File: config.mk
export PLATFORM = sky130hd
export DESIGN_NAME = serial_add_ctrl
export DESIGN_NICKNAME = d
export VERILOG_FILES = /design/src/rtl/serial_add_pkg.sv /design/src/rtl/fa_cell.sv /design/src/rtl/serial_add_ctrl.sv
export SDC_FILE = /design/constraint.sdc
export NUM_CORES = 1
export LEC_CHECK = 0
export CAP_MARGIN = 10
export CORE_MARGIN = 2
export CORE_UTILIZATION = 51
export CTS_CLUSTER_DIAMETER = 30
export DETAILED_ROUTE_END_ITERATION = 7
export PLACE_DENSITY = 0.79
export SYNTH_ARGS = -nofsm -noshare
export SYNTH_HDL_FRONTEND = slang
export SYNTH_SLANG_ARGS = --single-unit
File: constraint.sdc
create_clock -name clk -period 1.95 [get_ports clk]
set_input_delay 0.39 -clock clk [delete_from_list [all_inputs] [get_ports clk]]
set_output_delay 0.39 -clock clk [all_outputs]
set_load 0.02 [all_outputs]
File: src/rtl/serial_add_pkg.sv
// Shared definitions for the bit-serial adder/subtractor: FSM state encoding
// and the default operand width.
package serial_add_pkg;

  localparam int WIDTH_DEFAULT = 8;

  typedef enum logic [1:0] {
    IDLE = 2'd0,
    RUN  = 2'd1,
    DONE = 2'd2
  } state_t;

endpackage

File: src/rtl/fa_cell.sv
// One-bit full adder: the only arithmetic element of the serial datapath.
module fa_cell (
  input  logic x,
  input  logic y,
  input  logic ci,
  output logic s,
  output logic co
);

  assign s  = x ^ y ^ ci;
  assign co = (x & y) | ((x | y) & ci);

endmodule

File: src/rtl/serial_add_ctrl.sv
// Bit-serial add/subtract controller: one result bit per clock, LSB first,
// through a single full-adder cell; result, carry and overflow held after done.
module serial_add_ctrl
  import serial_add_pkg::*;
#(
  parameter int WIDTH = WIDTH_DEFAULT
) (
  input  logic             clk,
  input  logic             rst,
  input  logic             start,
  input  logic             sub,
  input  logic [WIDTH-1:0] a,
  input  logic [WIDTH-1:0] b,
  output logic             busy,
  output logic             done,
  output logic [WIDTH-1:0] sum,
  output logic             cout,
  output logic             ovf
);

  localparam int              CW   = $clog2(WIDTH);
  localparam logic [CW-1:0]   LAST = CW'(WIDTH - 1);

  state_t           state_reg;
  state_t           state_next;
  logic [WIDTH-1:0] a_reg;
  logic [WIDTH-1:0] b_reg;
  logic [WIDTH-1:0] sum_reg;
  logic [CW-1:0]    cnt_reg;
  logic             carry_reg;
  logic             cout_reg;
  logic             ovf_reg;
  logic             fa_s;
  logic             fa_co;
  logic             last;

  assign last = (cnt_reg == LAST);

  // Operands shift right so the current bit is always at position 0.
  fa_cell u_fa (
    .x  (a_reg[0]),
    .y  (b_reg[0]),
    .ci (carry_reg),
    .s  (fa_s),
    .co (fa_co)
  );

  always_ff @(posedge clk or posedge rst) begin
    if (rst) begin
      state_reg <= IDLE;
    end else begin
      state_reg <= state_next;
    end
  end

  always_comb begin
    state_next = state_reg;
    busy       = 1'b0;
    done       = 1'b0;
    case (state_reg)
      IDLE: begin
        if (start) begin
          state_next = RUN;
        end
      end
      RUN: begin
        busy = 1'b1;
        if (last) begin
          state_next = DONE;
        end
      end
      DONE: begin
        done       = 1'b1;
        state_next = IDLE;
      end
      default: state_next = IDLE;
    endcase
  end

  always_ff @(posedge clk or posedge rst) begin
    if (rst) begin
      a_reg     <= '0;
      b_reg     <= '0;
      sum_reg   <= '0;
      cnt_reg   <= '0;
      carry_reg <= 1'b0;
      cout_reg  <= 1'b0;
      ovf_reg   <= 1'b0;
    end else begin
      case (state_reg)
        IDLE: begin
          if (start) begin
            // Subtraction is A + ~B + 1: the +1 enters as the initial carry.
            a_reg     <= a;
            b_reg     <= sub ? ~b : b;
            carry_reg <= sub;
            cnt_reg   <= '0;
            sum_reg   <= '0;
          end
        end
        RUN: begin
          a_reg            <= a_reg >> 1;
          b_reg            <= b_reg >> 1;
          sum_reg[cnt_reg] <= fa_s;
          carry_reg        <= fa_co;
          if (last) begin
            // carry_reg still holds the carry into the MSB here.
            cout_reg <= fa_co;
            ovf_reg  <= carry_reg ^ fa_co;
          end else begin
            cnt_reg <= cnt_reg + 1'b1;
          end
        end
        default: ;
      endcase
    end
  end

  assign sum  = sum_reg;
  assign cout = cout_reg;
  assign ovf  = ovf_reg;

endmodule

==> impl_metrics.env, run 1 <==
export IMPL_layout_commonest_cell="dfrtp_1"
export IMPL_synthesis_area_um2=1670
export IMPL_drv_cap=0
export IMPL_syn_inst=171
export IMPL_final_nets=225
export IMPL_drive_gt1_share_pct=11.3
export IMPL_synth_xor_area_share_pct=4.71
export IMPL_status="complete, no violations"
export IMPL_start_util_pct=54.3
export IMPL_insertedDiodeCount=0
export IMPL_synth_simple_area_share_pct=15.6
export IMPL_vias=1348
export IMPL_cp_arrival_ns=1.36
export IMPL_cts_buffer_depth=2
export IMPL_p_leak_nw=0.934
export IMPL_fillCellCount=263
export IMPL_cts_tree="built"
export IMPL_htree_levels=2
export IMPL_std_cell_rows=20
export IMPL_cts_root_buffer="clkbuf_4"
export IMPL_dpl_instance_area_um2=2030
export IMPL_wl_um=3320
export IMPL_die_x_um=61.3
export IMPL_wl_per_cell_um=13.4
export IMPL_tns_ns=0
export IMPL_area_delta_synth_final_pct=25.7
export IMPL_ys_warn_count=0
export IMPL_drtPass1Iterations=4
export IMPL_ys_async_sr_fraction_pct=100
export IMPL_finalHoldViolations=0
export IMPL_fp_dieH_um=61.3
export IMPL_numCtsBuffers=5
export IMPL_cp_end_kind="output pin"
export IMPL_cp_num_buf_inv=2
export IMPL_slowest_stage="dfrtp_2"
export IMPL_gr_total_overflow=0
export IMPL_ant_nets=0
export IMPL_syn_num_nets=194
export IMPL_critPathMaxFanout=6
export IMPL_hp_class="in -> async"
export IMPL_dieArea_um2=3750
export IMPL_rsz0062_at_grt="no"
export IMPL_finalMaxSlewViolations=0
export IMPL_fmax_mhz=572
export IMPL_post_cts_buffers=0
export IMPL_cts_sinks=32
export IMPL_slew_headroom_pct=69.2
export IMPL_yosys_cell_types_count=30
export IMPL_critical_path_max_stage_delay_ns=0.44
export IMPL_grt_pass1_vias=1306
export IMPL_io_pins=32
export IMPL_cts_clk_slew_worst_paths_ns=0.10
export IMPL_grtUsageTotal_pct=20.7
export IMPL_tightestPinTransition_ns=0.461
export IMPL_cp_top_family="buffers and inverters"
export IMPL_vias_per_cell=5.46
export IMPL_path_cells="inv_1 > nor2_1 > dlygate4sd2_1"
export IMPL_pwr_density_cell_nw_per_um2=1360
export IMPL_finalCriticalPeriod_ns=1.75
export IMPL_fin_crit_sh_pct=89.7
export IMPL_synth_edf_count=0
export IMPL_clk_insertion_delay_late_ns=0.34
export IMPL_cp_required_ns=1.56
export IMPL_core_region_area_um2=3080
export IMPL_ir_drop_uv=661
export IMPL_synthFlopType="dfrtp_1"
export IMPL_drc=0
export IMPL_finalHoldWorstSlack_ns=0.423
export IMPL_synth_mux_area_share_pct=0.673
export IMPL_final_core_util_pct=68.3
export IMPL_drt_initial_drc_count=54
export IMPL_grt_max_degree=33
export IMPL_skew_ns=0.00911
export IMPL_antenna_found_initial=0
export IMPL_place_gp_congestion=0.796
export IMPL_setup_viol=0
export IMPL_synth_top_family_by_area="compound AO/OA/AOI/OAI gates"
export IMPL_final_cell_mix="31 x dfrtp_1, 29 x clkdlybuf4s50_1, 16 x a21oi_1, 14 x inv_1, 14 x nand2_1"
export IMPL_syn_avg_cell_area_um2=9.78
export IMPL_synth_seq_area_share_pct=47.9
export IMPL_grt_pass1_wl_um=5640
export IMPL_synthAdderAreaFrac_pct=2.69
export IMPL_hpwlAfterDp_um=2390
export IMPL_portBuffers=31
export IMPL_start_kind="flop"
export IMPL_ys_ff_latch=32
export IMPL_design_area_um2=2100
export IMPL_worstSetupPathType="reg -> out"
export IMPL_synth_compound_area_share_pct=20.4
==> what timing repair did <==
action                                  in CTS  in global routing
endpoints found under the setup margin       2                  0
hold buffers                                 0                  0
resized for setup                            3                  0
==> tightest hold or removal path: cells and delay by family <==
kind | cells | cell delay [ns]
buf+inv | 3 | 0.80
==> worst paths after layout <==
| kind | startpoint | endpoint | slack, ns | depth (start not counted) |
|---|---|---|---|---|
| worst min register to register | ovf | ovf | 0.48 | 2 |
| worst max register to register | cnt_reg[0] | cnt_reg[0] | 0.31 | 5 |
| max in group asynchronous | rst | state_reg[1] | 1.21 | 3 |
| worst max-delay path | state_reg[1] | done | 0.20 | 3 |
| worst min-delay path | rst | cout | 0.42 | 3 |
| min in group clk | ovf | ovf | 0.48 | 2 |
==> synthesized netlist by cell type (all sizes together), types with 3 or more instances <==
master,count,share of area [%]
dfrtp,32,48
a21oi,16,4.8
inv,14,3.1
nand2,14,3.1
buf,13,4.4
o21ai,13,3.9
o22ai,8,3.0
and3b,7,3.7
nor2,7,1.6
xnor2,7,3.7
a221o,5,3.4
a22o,5,2.6
nand3b,5,2.2
or3b,4,2.1
nand3,3,0.90
==> layer usage <==
layer	global-route usage, %	part of all wire (%)
met1	25.8	43
met2	33.4	50
met4	9.63	1.1
met5	0	0
met3	5.88	5.1
==> through the flow <==
stage / total power, mW / setup slack, ns / instances
after floorplan: 2.00 / 0.476 / 171
after global placement: 2.31 / 0.159 / 239
after detailed placement: 2.39 / 0.0846 / 239
after CTS: 2.89 / 0.170 / 247
after global routing: 3.09 / 0.0988 / 247
final: 2.87 / 0.200 / 247
==> cell families after synthesis <==
group	after synthesis
AND/OR/NAND/NOR	45
multiplexers	1
XOR/XNOR	9
AO/OA/AOI/OAI	52
flip-flops	32
buffers and inverters	29
adder cells (fa/ha/maj)	3
==> final cells by class <==
type                       instances  area, um^2  share of cell area [%]
sequential                        32         802                    38.1
multi-input combinational        110         737                    35.0
timing repair buffer              39         380                    18.1
tap                               44        55.1                    2.62
inverter                          14        52.6                    2.50
clock buffer                       6        41.3                    1.96
clock inverter                     2        35.0                    1.67
==> report_power, final <==
group / leakage, nW / internal [mW] / switching (mW) / total, mW
Clock: 0.0422 / 0.269 / 0.234 / 0.502
Sequential: 0.418 / 0.894 / 0.174 / 1.07
Combinational: 0.474 / 0.638 / 0.658 / 1.30
Total: 0.934 / 1.80 / 1.07 / 2.87
Power figures use the tool's default switching activity.
==> inputs of run 2 (changes only) <==
--- a/config.mk
+++ b/config.mk
@@ -7,2 +7,3 @@
 export LEC_CHECK = 0
+export ABC_CLOCK_PERIOD_IN_PS = 1950
 export CAP_MARGIN = 10
--- a/constraint.sdc
+++ b/constraint.sdc
@@ -3,2 +3,2 @@
 set_output_delay 0.39 -clock clk [all_outputs]
-set_load 0.02 [all_outputs]
+set_load 0.05 [all_outputs]
==> run 2 against run 1 <==
Against the previous run: maximum frequency is 7.5% lower; cell count shrank 0.40%; clock power fell by 29%; worst hold slack better by 0.0077 ns; critical path type unchanged; clock-buffer cell count did not move; sequential power is essentially flat.
==> impl_metrics.env, run 2 (synthesized netlist as in run 1, its figures left out) <==
export IMPL_grt_max_degree=33
export IMPL_drtPass1Iterations=4
export IMPL_rrSetupSlack_ns=0.28
export IMPL_r2r_worst_path_cells=5
export IMPL_ant_nets=0
export IMPL_cts_root_buffer="clkbuf_4"
export IMPL_setup_viol=0
export IMPL_cts_sinks=32
export IMPL_cts_buffer_depth=2
export IMPL_area_delta_synth_final_pct=24.5
export IMPL_status="complete, no violations"
export IMPL_start_kind="flop"
export IMPL_std_cell_rows=20
export IMPL_insertedDiodeCount=0
export IMPL_pwr_density_cell_nw_per_um2=1390
export IMPL_dieArea_um2=3750
export IMPL_ctsHoldBuffers=0
export IMPL_final_nets=225
export IMPL_core_region_area_um2=3080
export IMPL_htree_levels=2
export IMPL_cts_tree="built"
export IMPL_cts_clk_slew_worst_paths_ns=0.10
export IMPL_gr_total_overflow=0
export IMPL_internal_power_mw=1.67
export IMPL_place_ws_ns=0.0737
export IMPL_power_frac_comb_pct=50.4
export IMPL_cp_end_kind="output pin"
export IMPL_path_cells="clkdlybuf4s50_1"
export IMPL_grt_pass1_vias=1288
export IMPL_drive_gt1_share_pct=11.4
export IMPL_vias_per_cell=5.37
export IMPL_cp_arrival_ns=1.50
export IMPL_layout_commonest_cell="dfrtp_1"
export IMPL_swShare_pct=42.2
export IMPL_fp_dieH_um=61.3
export IMPL_tightestPinTransition_ns=0.496
export IMPL_fin_ws_ns=0.0596
export IMPL_drt_initial_drc_count=63
export IMPL_slowest_stage="clkdlybuf4s50_1"
export IMPL_hp_class="in -> async"
export IMPL_ff_latch_area_um2=801
export IMPL_fmax_mhz=529
export IMPL_slew_headroom_pct=66.8
export IMPL_start_util_pct=54.3
export IMPL_numCtsBuffers=5
export IMPL_cp_required_ns=1.56
export IMPL_hpwlAfterDp_um=2320
export IMPL_grt_pass1_wl_um=5540
export IMPL_wl_per_cell_um=13.2
export IMPL_fillCellCount=259
export IMPL_multi_input_area_um2=737
export IMPL_worstSetupPathType="reg -> out"
export IMPL_ctsResizeCount=0
export IMPL_p_clk_share_pct=12.3
export IMPL_vias=1322
export IMPL_cp_num_buf_inv=1
export IMPL_timing_rr_end="cnt_reg[0]"
export IMPL_finalHoldViolations=0
export IMPL_io_pins=32
export IMPL_portBuffers=31
export IMPL_die_x_um=61.3
export IMPL_critPathMaxFanout=2
export IMPL_r2r_start="cnt_reg[0]"
export IMPL_crit_cells=1
export IMPL_place_gp_congestion=0.785
export IMPL_grtUsageTotal_pct=20.3
export IMPL_cp_top_family="buffers and inverters"
export IMPL_skew_ns=0.00919
export IMPL_ir_drop_uv=858
export IMPL_post_cts_buffers=0
export IMPL_tns_ns=0
export IMPL_drc=0
export IMPL_p_switching_mw=1.22
export IMPL_critical_path_max_stage_delay_ns=0.80
export IMPL_finalMaxSlewViolations=0
export IMPL_antenna_found_initial=0
export IMPL_clk_insertion_delay_late_ns=0.34
export IMPL_wl_um=3240
export IMPL_final_cell_mix="32 x dfrtp_1, 29 x clkdlybuf4s50_1, 16 x a21oi_1, 14 x inv_1, 14 x nand2_1"
export IMPL_fin_crit_sh_pct=96.9
export IMPL_p_leak_nw=0.925
export IMPL_finalCriticalPeriod_ns=1.89
export IMPL_seqPwrFrac_pct=37.3
export IMPL_drv_cap=0
export IMPL_rsz0062_at_grt="no"
## run 2: changes by cell type in the layout (fill, tap and decap cells not counted)
| cell | change |
|---|---|
| buf_12 | +1 |
| buf_4 | +1 |
| bufinv_16 | -1 |
| dfrtp_1 | +1 |
| dfrtp_2 | -1 |
| dlygate4sd2_1 | -2 |
## run 2: cell type report
type	count	area share, %
clock buffer	6	1.98
clock inverter	1	0.240
inverter	14	2.52
multi-input combinational	110	35.4
sequential	32	38.5
tap	44	2.64
timing repair buffer	39	18.7
## run 2: through the flow
step	utilization, %	cell area (um^2)	hold slack, ns	power, mW	std cells
floorplan	-	1670	0.450	2.16	171
finish	67.6	2080	0.431	2.89	246
global placement	66.1	2040	0.460	2.49	239
global route	67.6	2080	0.474	3.11	246
CTS	67.6	2080	0.447	2.91	246
detailed placement	66.1	2040	0.469	2.55	239
## run 2: routing by layer
metal / routed length [um] / track usage, %
met5: 0 / 0
met4: 60 / 8.07
met3: 169 / 6.51
met2: 1560 / 32.4
met1: 1450 / 25.7
## run 2: worst max path at each step
stage / endpoint / startpoint
3_5_place_dp: sum[1] / start
5_1_grt: cout / cout
3_3_place_gp: b_reg[0] / start
6_report: sum[7] / sum[7]
2_1_floorplan: done / state_reg[0]
4_1_cts: sum[1] / sum[1]
## run 2: power by group through the flow
| stage | combinational, mW | clock (mW) | sequential [mW] |
|---|---|---|---|
| 6_report | 1.46 | 0.357 | 1.08 |
| 3_3_place_gp | 1.41 | 0 | 1.08 |
| 5_1_grt | 1.61 | 0.388 | 1.11 |
| 4_1_cts | 1.46 | 0.363 | 1.08 |
| 3_5_place_dp | 1.46 | 0 | 1.09 |
| 2_1_floorplan | 0.940 | 0 | 1.22 |
==> inputs of run 3 (changes only) <==
Settings changed: ABC_CLOCK_PERIOD_IN_PS 1950 to 2410, CORE_UTILIZATION 51 to 55, PLACE_DENSITY 0.79 to 0.84, SKIP_LAST_GASP set to 1.
Clock period 1.95 ns to 2.41 ns, I/O delays scaled along.
==> run 3 against run 2 <==
Against the previous run: first-iteration DRC count shrank 19%; critical endpoint is now sum[5]; core utilization down 0.16 points; largest power group unchanged; worst hold slack better by 0.060 ns; die area shrank 6.8%.
==> impl_metrics.env, run 3 (synthesized netlist as in run 1, its figures left out) <==
export IMPL_final_cell_mix="32 x dfrtp_1, 29 x clkdlybuf4s50_1, 16 x a21oi_1, 14 x inv_1, 14 x nand2_1"
export IMPL_ctsHoldBuffers=0
export IMPL_std_cell_rows=20
export IMPL_grtUsageTotal_pct=22.0
export IMPL_htree_levels=2
export IMPL_io_pins=32
export IMPL_critPathMaxFanout=2
export IMPL_ant_nets=0
export IMPL_fmax_mhz=506
export IMPL_drv_cap=0
export IMPL_setup_viol=0
export IMPL_fp_dieH_um=59.2
export IMPL_finalCriticalPeriod_ns=1.98
export IMPL_finalMaxSlewViolations=0
export IMPL_hpwlAfterDp_um=2300
export IMPL_tns_ns=0
export IMPL_tightestPinTransition_ns=0.689
export IMPL_die_x_um=59.2
export IMPL_worstSetupPathType="reg -> out"
export IMPL_path_cells="clkdlybuf4s50_1"
export IMPL_cp_required_ns=1.93
export IMPL_grt_pass1_vias=1308
export IMPL_cp_num_buf_inv=1
export IMPL_drt_initial_drc_count=51
export IMPL_vias=1325
export IMPL_portBuffers=31
export IMPL_post_cts_buffers=0
export IMPL_p_leak_nw=0.893
export IMPL_skew_ns=0.00252
export IMPL_rsz0062_at_grt="no"
export IMPL_fin_crit_sh_pct=82.0
export IMPL_drive_gt1_share_pct=8.72
export IMPL_ir_drop_uv=547
export IMPL_drtPass1Iterations=4
export IMPL_start_util_pct=56.2
export IMPL_hp_class="reg -> reg"
export IMPL_finalHoldViolations=0
export IMPL_design_area_um2=2010
export IMPL_critical_path_max_stage_delay_ns=0.81
export IMPL_dieArea_um2=3500
export IMPL_place_ws_ns=0.331
export IMPL_numCtsBuffers=5
export IMPL_pwr_density_cell_nw_per_um2=1140
export IMPL_clk_insertion_delay_late_ns=0.32
export IMPL_insertedDiodeCount=0
export IMPL_place_gp_congestion=0.763
export IMPL_slew_headroom_pct=54.0
export IMPL_grt_pass1_wl_um=5690
export IMPL_slowest_stage="clkdlybuf4s50_1"
export IMPL_final_core_util_pct=67.5
export IMPL_grt_max_degree=36
export IMPL_core_region_area_um2=2980
export IMPL_cts_buffer_depth=2
export IMPL_cp_top_family="buffers and inverters"
export IMPL_cts_sinks=32
export IMPL_dpl_instance_area_um2=1970
export IMPL_cp_end_kind="output pin"
export IMPL_ctsResizeCount=0
export IMPL_final_nets=220
export IMPL_gr_total_overflow=0
export IMPL_drc=0
export IMPL_start_kind="flop"
export IMPL_vias_per_cell=5.81
export IMPL_layout_commonest_cell="dfrtp_1"
export IMPL_wl_per_cell_um=14.4
export IMPL_status="complete, no violations"
export IMPL_fin_ws_ns=0.435
export IMPL_area_delta_synth_final_pct=20.1
export IMPL_cts_root_buffer="clkbuf_4"
export IMPL_cts_tree="built"
export IMPL_wl_um=3290
export IMPL_antenna_found_initial=0
export IMPL_cts_clk_slew_worst_paths_ns=0.09
export IMPL_cp_arrival_ns=1.49
-- run 3: cell count changes in the layout (fill, tap and decap cells not counted), sizes merged --
cell and delta:
clkinv -1, buf -5, clkbuf -1
-- run 3: final timing paths --
check | startpoint | to | slack, ns | depth (start not counted)
hold reg to reg | a_reg[6] | a_reg[6] | 0.49 | 2
setup reg to reg | cnt_reg[0] | cnt_reg[0] | 0.71 | 5
max in group asynchronous | rst | cout | 1.58 | 3
hold / removal | a_reg[6] | a_reg[6] | 0.49 | 2
setup / recovery | sum[5] | sum[5] | 0.43 | 1
min in group asynchronous | rst | a_reg[2] | 0.53 | 3
-- run 3: layout make-up --
type	count	area, um^2
well taps	33	41.3
repair buffers	34	340
clock buffers	5	37.5
fillers	245	968
multi-input cells	110	737
flip-flops and latches	32	801
inverters	14	52.6
-- run 3: layer usage --
layer  vias up  part of all wire (%)  GRT usage [%]  wire length [um]
met5         -                     0              0                 0
met4         0                   1.8           7.47                59
met3         7                   4.4           6.11               146
met2        36                    51           37.1              1660
met1       643                    43           27.0              1420
li1        639                     -              -                 -
-- run 3: through the flow --
step | total power [mW] | hold WS [ns] | cells
2_1_floorplan | 1.75 | 0.450 | 171
3_3_place_gp | 1.96 | 0.460 | 223
3_5_place_dp | 2.03 | 0.479 | 223
4_1_cts | 2.29 | 0.500 | 228
5_1_grt | 2.46 | 0.536 | 228
6_report | 2.29 | 0.490 | 228
-- run 3: where the power goes --
group | switching (mW) | internal [mW]
clock network | 0.164 | 0.0973
logic | 0.660 | 0.487
registers | 0.156 | 0.722
total | 0.980 | 1.31
